File: src/rtl/des_fsmd_if.sv
// rtl/des_fsmd_if.sv - host-side bus of the iterative DES block (msg halves in, ciphertext out)
// Optional macro DES_DECRYPT_EN adds the decrypt select.
interface des_fsmd_if;
  logic [31:0] msg;
  logic        ready_part1;
  logic        ready_part2;
  logic        read_part1;
  logic [63:0] enc_msg;
  logic        done;
`ifdef DES_DECRYPT_EN
  logic        decrypt;
`endif

  modport master (
`ifdef DES_DECRYPT_EN
    output decrypt,
`endif
    output msg, ready_part1, ready_part2,
    input  read_part1, enc_msg, done
  );

  modport slave (
`ifdef DES_DECRYPT_EN
    input  decrypt,
`endif
    input  msg, ready_part1, ready_part2,
    output read_part1, enc_msg, done
  );
endinterface

File: src/rtl/des_fsmd.sv
// rtl/des_fsmd.sv - iterative DES encryptor, one Feistel round per clock, fixed build-time key
// Optional macro DES_DECRYPT_EN: decrypt input selects the reversed key schedule.
module des_fsmd #(
  parameter logic [63:0] KEY = 64'h133457799BBCDFF1
) (
  input logic  clk,
  input logic  rst,
  des_fsmd_if.slave bus
);

  typedef enum logic [2:0] {WAIT_P1, WAIT_P2, INIT, ROUND, FINAL} state_t;

  // Tables use DES bit numbering: bit 1 is the MSB of the vector.
  localparam int IP_T [64] = '{
    58, 50, 42, 34, 26, 18, 10, 2, 60, 52, 44, 36, 28, 20, 12, 4,
    62, 54, 46, 38, 30, 22, 14, 6, 64, 56, 48, 40, 32, 24, 16, 8,
    57, 49, 41, 33, 25, 17,  9, 1, 59, 51, 43, 35, 27, 19, 11, 3,
    61, 53, 45, 37, 29, 21, 13, 5, 63, 55, 47, 39, 31, 23, 15, 7};
  localparam int FP_T [64] = '{
    40, 8, 48, 16, 56, 24, 64, 32, 39, 7, 47, 15, 55, 23, 63, 31,
    38, 6, 46, 14, 54, 22, 62, 30, 37, 5, 45, 13, 53, 21, 61, 29,
    36, 4, 44, 12, 52, 20, 60, 28, 35, 3, 43, 11, 51, 19, 59, 27,
    34, 2, 42, 10, 50, 18, 58, 26, 33, 1, 41,  9, 49, 17, 57, 25};
  localparam int E_T [48] = '{
    32,  1,  2,  3,  4,  5,  4,  5,  6,  7,  8,  9,  8,  9, 10, 11,
    12, 13, 12, 13, 14, 15, 16, 17, 16, 17, 18, 19, 20, 21, 20, 21,
    22, 23, 24, 25, 24, 25, 26, 27, 28, 29, 28, 29, 30, 31, 32,  1};
  localparam int P_T [32] = '{
    16,  7, 20, 21, 29, 12, 28, 17,  1, 15, 23, 26,  5, 18, 31, 10,
     2,  8, 24, 14, 32, 27,  3,  9, 19, 13, 30,  6, 22, 11,  4, 25};
  localparam int PC1_T [56] = '{
    57, 49, 41, 33, 25, 17,  9,  1, 58, 50, 42, 34, 26, 18,
    10,  2, 59, 51, 43, 35, 27, 19, 11,  3, 60, 52, 44, 36,
    63, 55, 47, 39, 31, 23, 15,  7, 62, 54, 46, 38, 30, 22,
    14,  6, 61, 53, 45, 37, 29, 21, 13,  5, 28, 20, 12,  4};
  localparam int PC2_T [48] = '{
    14, 17, 11, 24,  1,  5,  3, 28, 15,  6, 21, 10, 23, 19, 12,  4,
    26,  8, 16,  7, 27, 20, 13,  2, 41, 52, 31, 37, 47, 55, 30, 40,
    51, 45, 33, 48, 44, 49, 39, 56, 34, 53, 46, 42, 50, 36, 29, 32};
  // Each box is 64 nibbles, row-major, entry 0 in the top nibble.
  localparam logic [255:0] SBOX [8] = '{
    256'hE4D12FB83A6C5907_0F74E2D1A6CB9538_41E8D62BFC973A50_FC8249175B3EA06D,
    256'hF18E6B34972DC05A_3D47F28EC01A69B5_0E7BA4D158C6932F_D8A13F42B67C05E9,
    256'hA09E63F51DC7B428_D709346A285ECBF1_D6498F30B12C5AE7_1AD069874FE3B52C,
    256'h7DE3069A1285BC4F_D8B56F03472C1AE9_A690CB7DF13E5284_3F06A1D8945BC72E,
    256'h2C417AB6853FD0E9_EB2C47D150FA3986_421BAD78F9C5630E_B8C71E2D6F09A453,
    256'hC1AF92680D34E75B_AF427C9561DE0B38_9EF528C3704A1DB6_432C95FABE17608D,
    256'h4B2EF08D3C975A61_D0B7491AE35C2F86_14BDC37EAF680592_6BD814A7950FE23C,
    256'hD2846FB1A93E50C7_1FD8A374C56B0E92_7B419CE206ADF358_21E74A8DFC90356B};
  // Bit i set when round i shifts C/D by two instead of one.
  localparam logic [15:0] SHIFT2 = 16'h7EFC;

  function automatic logic [63:0] perm_ip(input logic [63:0] x);
    logic [63:0] y;
    for (int i = 0; i < 64; i++) y[6'(63 - i)] = x[6'(64 - IP_T[i])];
    return y;
  endfunction

  function automatic logic [63:0] perm_fp(input logic [63:0] x);
    logic [63:0] y;
    for (int i = 0; i < 64; i++) y[6'(63 - i)] = x[6'(64 - FP_T[i])];
    return y;
  endfunction

  function automatic logic [47:0] perm_e(input logic [31:0] x);
    logic [47:0] y;
    for (int i = 0; i < 48; i++) y[6'(47 - i)] = x[5'(32 - E_T[i])];
    return y;
  endfunction

  function automatic logic [31:0] perm_p(input logic [31:0] x);
    logic [31:0] y;
    for (int i = 0; i < 32; i++) y[5'(31 - i)] = x[5'(32 - P_T[i])];
    return y;
  endfunction

  function automatic logic [55:0] perm_pc1(input logic [63:0] x);
    logic [55:0] y;
    for (int i = 0; i < 56; i++) y[6'(55 - i)] = x[6'(64 - PC1_T[i])];
    return y;
  endfunction

  function automatic logic [47:0] perm_pc2(input logic [55:0] x);
    logic [47:0] y;
    for (int i = 0; i < 48; i++) y[6'(47 - i)] = x[6'(56 - PC2_T[i])];
    return y;
  endfunction

  function automatic logic [31:0] subst(input logic [47:0] x);
    logic [31:0] y;
    logic [5:0]  g;
    logic [5:0]  idx;
    for (int b = 0; b < 8; b++) begin
      g   = x[6'(42 - 6 * b) +: 6];
      idx = {g[5], g[0], g[4:1]};
      y[5'(28 - 4 * b) +: 4] = SBOX[3'(b)][8'(255 - 4 * idx) -: 4];
    end
    return y;
  endfunction

  localparam logic [55:0] CD0 = perm_pc1(KEY);

  state_t      state_q, state_d;
  logic [63:0] block_q;
  logic [31:0] l_q, r_q;
  logic [27:0] c_q, d_q;
  logic [3:0]  cnt_q;
  logic [63:0] enc_q;
  logic        done_q;
  logic        dec_q;

`ifdef DES_DECRYPT_EN
  always_ff @(posedge clk or negedge rst) begin
    if (!rst)                                        dec_q <= 1'b0;
    else if (state_q == WAIT_P1 && bus.ready_part1)  dec_q <= bus.decrypt;
  end
`else
  assign dec_q = 1'b0;
`endif

  logic [27:0] c_rot, d_rot;
  logic [47:0] subkey;
  logic [31:0] f_out;

  // Decrypt walks the schedule backwards: round 0 reuses the PC1 value, then rotates right.
  always_comb begin
    c_rot = c_q;
    d_rot = d_q;
    if (!dec_q) begin
      if (SHIFT2[cnt_q]) begin
        c_rot = {c_q[25:0], c_q[27:26]};
        d_rot = {d_q[25:0], d_q[27:26]};
      end else begin
        c_rot = {c_q[26:0], c_q[27]};
        d_rot = {d_q[26:0], d_q[27]};
      end
    end else if (cnt_q != 4'd0) begin
      if (SHIFT2[4'(16 - cnt_q)]) begin
        c_rot = {c_q[1:0], c_q[27:2]};
        d_rot = {d_q[1:0], d_q[27:2]};
      end else begin
        c_rot = {c_q[0], c_q[27:1]};
        d_rot = {d_q[0], d_q[27:1]};
      end
    end
    subkey = perm_pc2({c_rot, d_rot});
    f_out  = perm_p(subst(perm_e(r_q) ^ subkey));
  end

  always_ff @(posedge clk or negedge rst) begin
    if (!rst) state_q <= WAIT_P1;
    else      state_q <= state_d;
  end

  always_comb begin
    state_d = state_q;
    case (state_q)
      WAIT_P1: if (bus.ready_part1) state_d = WAIT_P2;
      WAIT_P2: if (bus.ready_part2) state_d = INIT;
      INIT:    state_d = ROUND;
      ROUND:   if (cnt_q == 4'd15) state_d = FINAL;
      FINAL:   state_d = WAIT_P1;
      default: state_d = WAIT_P1;
    endcase
  end

  always_ff @(posedge clk or negedge rst) begin
    if (!rst) begin
      block_q <= '0;
      l_q     <= '0;
      r_q     <= '0;
      c_q     <= '0;
      d_q     <= '0;
      cnt_q   <= '0;
      enc_q   <= '0;
      done_q  <= 1'b0;
    end else begin
      case (state_q)
        WAIT_P1: if (bus.ready_part1) begin
          block_q[63:32] <= bus.msg;
          done_q         <= 1'b0;
        end
        WAIT_P2: if (bus.ready_part2) block_q[31:0] <= bus.msg;
        INIT: begin
          {l_q, r_q} <= perm_ip(block_q);
          {c_q, d_q} <= CD0;
          cnt_q      <= 4'd0;
        end
        ROUND: begin
          c_q   <= c_rot;
          d_q   <= d_rot;
          l_q   <= r_q;
          r_q   <= l_q ^ f_out;
          cnt_q <= cnt_q + 4'd1;
        end
        FINAL: begin
          enc_q  <= perm_fp({r_q, l_q});
          done_q <= 1'b1;
        end
        default: ;
      endcase
    end
  end

  assign bus.read_part1 = (state_q == WAIT_P1);
  assign bus.enc_msg    = enc_q;
  assign bus.done       = done_q;

endmodule

File: src/flat_wrapper.sv
// flat-port wrapper written by rule: the top's interface ports become plain ports
module des_fsmd_flat 
#(
  parameter logic [63:0] KEY = 64'h133457799BBCDFF1
)
  (clk, rst, bus_msg, bus_ready_part1, bus_ready_part2, bus_read_part1, bus_enc_msg, bus_done);
  des_fsmd_if bus_i ();
  input logic clk;
  input logic rst;
  input wire logic [$bits(bus_i.msg)-1:0] bus_msg;
  input wire logic [$bits(bus_i.ready_part1)-1:0] bus_ready_part1;
  input wire logic [$bits(bus_i.ready_part2)-1:0] bus_ready_part2;
  output wire logic [$bits(bus_i.read_part1)-1:0] bus_read_part1;
  output wire logic [$bits(bus_i.enc_msg)-1:0] bus_enc_msg;
  output wire logic [$bits(bus_i.done)-1:0] bus_done;
  assign bus_i.msg = bus_msg;
  assign bus_i.ready_part1 = bus_ready_part1;
  assign bus_i.ready_part2 = bus_ready_part2;
  assign bus_read_part1 = bus_i.read_part1;
  assign bus_enc_msg = bus_i.enc_msg;
  assign bus_done = bus_i.done;
  des_fsmd #(.KEY(KEY)) u_core (.clk(clk), .rst(rst), .bus(bus_i));
endmodule
File: config.mk
export PLATFORM = sky130hd
export DESIGN_NAME = des_fsmd_flat
export DESIGN_NICKNAME = d
export VERILOG_FILES = /design/src/rtl/des_fsmd_if.sv /design/src/rtl/des_fsmd.sv /design/src/flat_wrapper.sv
export SDC_FILE = /design/constraint.sdc
export NUM_CORES = 1
export LEC_CHECK = 0
export ABC_AREA = 0
export CORE_MARGIN = 2
export CORE_UTILIZATION = 50
export DETAILED_ROUTE_END_ITERATION = 8
export GPL_TIMING_DRIVEN = 0
export PLACE_DENSITY = 0.9
export SLEW_MARGIN = 40
export SYNTH_ARGS = -nofsm -noshare
export SYNTH_HDL_FRONTEND = slang
export SYNTH_SLANG_ARGS = --single-unit
File: constraint.sdc
create_clock -name clk -period 3.13 [get_ports clk]
set_input_delay 0.626 -clock clk [delete_from_list [all_inputs] [get_ports clk]]
set_output_delay 0.626 -clock clk [all_outputs]
set_load 0.01 [all_outputs]
* After elaboration in Yosys (flattened, before gate mapping) *
Memories as Yosys holds them, arrays and structs flattened.
Cells that the tools add are included.

operators by class
  $add $sub $neg = 5
  shift operators = 4
  muxes and demuxes = 12
  bitwise operators = 2
  eq/ne operators = 8
  order comparisons = 1
  reductions and logical operators = 6

operator list
  kind                                                                          count
  32-bit case mux with 2 select lines                                           1
  28-bit case mux with 2 select lines                                           1
  32-bit two-way mux                                                            1
  8-bit subtractor (first input constant)                                       4
  32-bit bitwise XOR                                                            1
  28-bit two-way mux                                                            1
  24-bit bitwise XOR                                                            1
  1-bit by 9-bit variable part select with 3-bit output (first input constant)  2
  3-bit case mux with 4 select lines                                            1
  3-bit two-way mux                                                             3
  1-bit by 9-bit variable part select with 2-bit output (first input constant)  1
  1-bit by 9-bit variable part select with 4-bit output (first input constant)  1
  4-bit case mux with 2 select lines                                            1
  3-bit by 2-bit == test with 1-bit output (second input constant)              2
  4-bit by 5-bit < comparator with 1-bit output (second input constant)         1
  4-bit by 1-bit adder with 4-bit output (second input constant)                1
  4-bit == test (second input constant)                                         1
  2-bit != test (second input constant)                                         2
  2-bit AND reduction                                                           2
  2-bit nonzero test                                                            2
  3-bit by 1-bit == test with 1-bit output (second input constant)              1
  3-bit == test (second input constant)                                         1
  3-bit logical NOT                                                             1
  3-bit AND reduction                                                           1
  3 further kinds                                                               4

storage, ports and cells
  logic and storage cells = 47
  output and inout port bits = 66
  memories kept = 1
  register bits after elaboration = 148
  ROM bits = 16

memories
  name              words  bits a word  rd ports  clocked after Yosys merged registers in  write ports  line             text
  (name not given)  16     1            1         0                                        0            des_fsmd.sv:130  if (SHIFT2[cnt_q]) begin

* Longest topological paths before layout *
  depth in word-level cells = 8
  mapped depth = 6

* Least setup slack after synthesis *
No wires, ideal clock.

  kind = register to output
  start point = reg u_core.state_q[0]
  end point = out bus_read_part1
  arrival = 0.986 ns
  path slack = 1.518 ns
  path buffers = 2
  cell stages (with the launch flop) = 4
  cells stage by stage = dfrtp_1 -> buf_2 -> clkbuf_1 -> nor3_1

between the ends
  cells in the longest elaborated chain, start to end = 1

ends and longest elaborated chain
  item                      line                text
  start: declaration        des_fsmd.sv:103     state_t state_q, state_d;
  start signal: assignment  des_fsmd.sv:152     else state_q <= state_d;
  3-bit logical NOT         des_fsmd.sv:205     assign bus.read_part1 = (state_q == WAIT_P1);
  end: declaration          flat_wrapper.sv:13  output wire logic [$bits(bus_i.read_part1)-1:0] bus_read_part1;

No other way between the ends.

* Worst setup path in the final report *
Ends and elaborated chain as after synthesis.

==> results.json <==
{
  "min_period_over_period_pct": 80.1,
  "ant_nets": 0,
  "p_leak_nw": 2.15,
  "numCtsBuffers": 9,
  "instances_no_fill": 472,
  "report.power.total_mw": 3.04,
  "seq_area_mm2": 0.00180,
  "dieArea_mm2": 0.00726,
  "die_w_um": 85.2,
  "multi_input_area_mm2": 0.00122,
  "num_rows": 29,
  "end_kind": "output pin",
  "gp_congestion": 0.777,
  "vias": 2126,
  "yosysUniqueCellTypes": 29,
  "dieHeight_um": 85.2,
  "placed_cells": 456,
  "clock_skew_ns": 0.00775,
  "fin_area_mm2": 0.00416,
  "wl_per_cell_um": 12.3,
  "startpoint_type": "flop",
  "ys_seq_area_share_pct": 54.6,
  "htreeDepth": 3,
  "critPathCapture": "bus_read_part1",
  "viasPerCell": 4.50,
  "ctsHoldBuffers": 0,
  "cts_resized": 0,
  "cp_data_arrival_time_ns": 1.88,
  "synth-async-reset-ratio_pct": 100,
  "setup_tns_ns": 0,
  "cap_violations": 0,
  "required_ns": 2.50,
  "rsz0062_at_grt": "no",
  "root_buffer": "clkbuf_8",
  "cts_setup_buffers": 0,
  "clk_latency_ns": 0.34,
  "fillers": 470,
  "antenna_found_initial": 0,
  "dr.pass1.iters": 4,
  "syn_area_mm2": 0.00330,
  "drc": 0,
  "gr-total-overflow": 0,
  "coreArea_mm2": 0.00635,
  "post_dp_cell_area_mm2": 0.00396,
  "grt_use_total_pct": 17.2,
  "critical_path_class": "flop to output pin",
  "io_pins": 102,
  "clk_pin_slew_worst_paths_ns": 0.07,
  "maxSlewViolCount": 0,
  "synth_edf_count": 0,
  "initial_core_util_pct": 51.9,
  "tritoncts": "done",
  "syn_inst": 294,
  "r2r_cells": 6,
  "critPathMaxFanout": 10,
  "syn_avg_cell_area_um2": 11.2,
  "routed_wl_um": 5790,
  "syn_to_final_growth_pct": 26.1,
  "grt_pass1_vias": 2075,
  "grt_first_pass_wirelength_um": 9690,
  "detailedPlacementHpwl_um": 4280,
  "grt_max_degree": 45,
  "status": "completed",
  "ir_worst_vdd_uv": 360,
  "min_path_type": "input port to async pin",
  "fmax_mhz": 399,
  "p_per_area_mw_per_mm2": 732,
  "hold_viol": 0,
  "r2r-end": "u_core.bus.enc_msg[17]",
  "cts.sinks": 72,
  "synth_top_flop_cell": "dfrtp_1",
  "drive_above_1_share_pct": 23.0,
  "yosysWarningCount": 0,
  "post-route-min-period_ns": 2.51,
  "synth-seq-cells": 72,
  "critPathLaunch": "u_core.state_q[0]",
  "drt_iter0_markers": 167,
  "clockBufferDepth": 2,
  "portBuffers": 37,
  "fin_nets": 427,
  "reg2reg_from": "u_core.state_q[0]",
  "reg2reg_setup_slack_ns": 1.56,
  "num_antenna_cells": 0,
  "setup_viol": 0
}
[registers in the layout (all words and copies together), names as in the netlist]
| register | cells |
|---|---|
| u_core.bus.enc_msg | 16 |
| u_core.r_q | 16 |
| u_core.cnt_q | 4 |
| u_core.state_q | 3 |
| u_core.block_q | 16 |
| u_core.l_q | 16 |
| u_core.bus.done | 1 |
[layout by cell type, fill, tap and decap left out, drive strengths merged, types with 2 or more instances in the layout]
cell type,Yosys,routed
dfrtp,72,72
nand2,70,70
buf,56,58
conb,1,48
clkdlybuf4s50,0,36
mux2,33,33
clkbuf,7,20
nand2b,17,17
o21ai,17,17
nand3,4,4
nor3,2,2
and3,2,2
clkinv,0,2
[synth_stat cells (2+ instances only)]
| cell type | n | area share, % |
|---|---|---|
| dfrtp_1 | 72 | 55 |
| nand2_1 | 70 | 8.0 |
| buf_4 | 48 | 11 |
| mux2_4 | 18 | 8.2 |
| nand2b_1 | 17 | 3.2 |
| mux2_1 | 14 | 4.8 |
| o21ai_1 | 10 | 1.5 |
| clkbuf_1 | 7 | 0.80 |
| o21ai_0 | 7 | 1.1 |
| buf_2 | 4 | 0.61 |
| buf_6 | 4 | 1.4 |
| nand3_1 | 4 | 0.61 |
| and3_1 | 2 | 0.38 |
| nor3_1 | 2 | 0.30 |
[cells by family after synthesis]
kind of cell,after synthesis,synth area share [%]
AOI/OAI and AO/OA,21,3.45
and+or+nand+nor,102,14.1
other,1,0.114
buffers and inverters,63,13.7
adders and majority gates,1,0.379
DFF,72,54.6
muxes,34,13.6
[worst min-delay path by stage]
stage	start	endpoint	slack, ns	cells after the start
after floorplan	rst	u_core.block_q[11]	0.33	0
after global placement	u_core.r_q[14]	u_core.l_q[14]	0.45	2
after detailed placement	u_core.r_q[31]	u_core.l_q[31]	0.45	2
after CTS	rst	u_core.state_q[0]	0.20	1
after global routing	rst	u_core.bus.done	0.21	1
final	rst	u_core.state_q[0]	0.20	1
[cell type report]
cell class	count	share of cell area [%]
Multi-Input combinational cell	206	29.3
Sequential cell	72	43.3
Tap cell	77	2.32
Buffer	63	10.9
Timing Repair Buffer	38	9.33
Clock buffer	13	3.82
Clock inverter	3	0.963
[worst max-delay path, stage by stage (launching register included)]
cell	delay, ns
dfrtp_1	0.35
buf_2	0.17
clkbuf_1	0.22
nor3_1	0.23
clkdlybuf4s50_1	0.57
[metal layers]
layer | global-route usage (%) | vias up | share of wire (%)
met5 | 0 | - | 0
met4 | 9.52 | 0 | 2.4
met3 | 4.57 | 9 | 6.9
met2 | 29.0 | 83 | 50
met1 | 20.1 | 986 | 40
li1 | - | 1048 | -
[through the flow]
stage,setup slack [ns],util (%),hold WS [ns]
after floorplan,1.52,-,0.330
final,0.621,65.5,0.202
after global placement,-0.728,62.0,0.447
after CTS,0.589,65.5,0.197
after detailed placement,0.978,62.3,0.450
after global routing,0.507,65.5,0.211
[power by group]
| part | switching, mW | total, mW | internal [mW] |
|---|---|---|---|
| Sequential | 0.204 | 1.46 | 1.25 |
| Combinational | 0.437 | 0.859 | 0.422 |
| Clock | 0.317 | 0.727 | 0.410 |
| Total | 0.958 | 3.04 | 2.09 |
No activity file was read; power rests on OpenSTA's default activity.
==> patch (same flow settings) <==
Re-encode `state_t` (5 states) as one-hot, 5 bits wide.
--- a/src/rtl/des_fsmd.sv
+++ b/src/rtl/des_fsmd.sv
@@ -8,7 +8,7 @@
   des_fsmd_if.slave bus
 );
 
-  typedef enum logic [2:0] {WAIT_P1, WAIT_P2, INIT, ROUND, FINAL} state_t;
+  typedef enum logic [4:0] {WAIT_P1 = 5'b00001, WAIT_P2 = 5'b00010, INIT = 5'b00100, ROUND = 5'b01000, FINAL = 5'b10000} state_t;
 
   // Tables use DES bit numbering: bit 1 is the MSB of the vector.
   localparam int IP_T [64] = '{
Check against the original RTL: same outputs for any inputs over 10 cycles, from zero or initial values and one cycle with rst low; not proved beyond that.
==> patch against the original RTL <==
  * Non-clock buffer count increased by 2
  * Sequential power decreased by 7%
  * Design area grew 9.4%
  * Setup slack improved by 0.12 ns
  * Clock power is 4.5% lower
  * Wire length grew 12%
  * Sequential cell count rose by 2
  * Maximum frequency grew 5.0%
  * Area after synthesis grew 11%
  * Total power is 3.5% lower
  * Critical path depth fell by 1
  * Highest routed layer unchanged
==> patch: results (changes against the original RTL) <==
* First DRT Iteration DRCs at 169 (was 167)
* Global-route wire length before repair at 10,600 µm (was 9690 µm)
* # nets final at 420 (was 427)
* Register area share after synthesis at 0.506 (was 0.546)
* CP Max Fanout at 6 (was 10)
* Worst IR drop on VDD at 0.231 mV (was 0.360 mV)
* Placed cell area at 4360 µm² (was 3960 µm²)
* Total global-route track usage at 0.177 (was 0.172)
* Final cell count without fillers at 486 (was 472)
* Post-DP HPWL at 4840 µm (was 4280 µm)
* WL met1 at 2780 µm (was 2340 µm)
* Grt met2 use at 0.291 (was 0.290)
* R2r endpoint: u_core.block_q[29]$_DFFE_PN0P_ (was u_core.bus.enc_msg[17]$_DFFE_PN0P_)
* CP Launch Point: u_core.state_q[2]$_DFFE_PN0P_ (was u_core.state_q[0]$_DFFE_PN0P_)
* Met3 GRT Util at 0.0521 (was 0.0457)
* Distinct cells, synth at 45 (was 29)
* Clock Skew at 0.00591 ns (was 0.00775 ns)
* Post-Place Cells at 471 (was 456)
* DR WL met3 at 372 µm (was 398 µm)
* Instance count of the mapped netlist at 287 (was 294)
* Internal power at 2.07 mW (was 2.09 mW)
* Cell leakage power at 2.15 nW (about the same)
* Largest net degree at the start of global routing at 60 (was 45)
* R2R depth at 5 (was 6)
* Dpl ws at 1.04 ns (was 0.978 ns)
* Status: complete, no violations (unchanged)
* Final period utilization at 0.763 (was 0.801)
patch: worst max-delay path, stage by stage (launching register included):
cell             delay [ns]
dfrtp_1                0.45
nor3_2                 0.26
and3b_1                0.19
clkdlybuf4s50_1        0.52
patch: worst min path at each step:
stage / from / endpoint / slack (ns) / cells past startpoint
2_1_floorplan: rst / u_core.block_q[11]$_DFFE_PN0P_ / 0.33 / 0
3_3_place_gp: u_core.l_q[28]$_DFFE_PN0P_ / u_core.bus.enc_msg[31]$_DFFE_PN0P_ / 0.49 / 1
3_5_place_dp: rst / u_core.block_q[31]$_DFFE_PN0P_ / 0.46 / 1
6_report: rst / u_core.block_q[31]$_DFFE_PN0P_ / 0.09 / 1
4_1_cts: rst / u_core.block_q[31]$_DFFE_PN0P_ / 0.08 / 1
5_1_grt: rst / u_core.block_q[31]$_DFFE_PN0P_ / 0.08 / 1
patch: area by class of cell:
| cell class | count | area [µm²] |
|---|---|---|
| Tap cell | 99 | 124 |
| Clock buffer | 10 | 128 |
| Fill cell | 536 | 2630 |
| Inverter | 3 | 11.3 |
| Sequential cell | 74 | 1850 |
| Multi-Input combinational cell | 192 | 1490 |
| Clock inverter | 5 | 56.3 |
| Buffer | 65 | 487 |
| Timing Repair Buffer | 38 | 399 |
patch: power groups by stage:
stage                     registers [mW]  logic [mW]  clock network, mW
after floorplan                     1.32       0.712                  0
after global placement              1.36       0.830                  0
after detailed placement            1.38       0.872                  0
after CTS                           1.36       0.881              0.710
after global routing                1.39       0.959              0.748
final                               1.36       0.881              0.694
patch: cells by family after synthesis:
family / synth area share
buffers and inverters: 0.136
AOI/OAI and AO/OA: 0.116
adders and majority gates: 0.00341
DFF: 0.506
and+or+nand+nor: 0.0710
muxes: 0.167
other: 0.00102
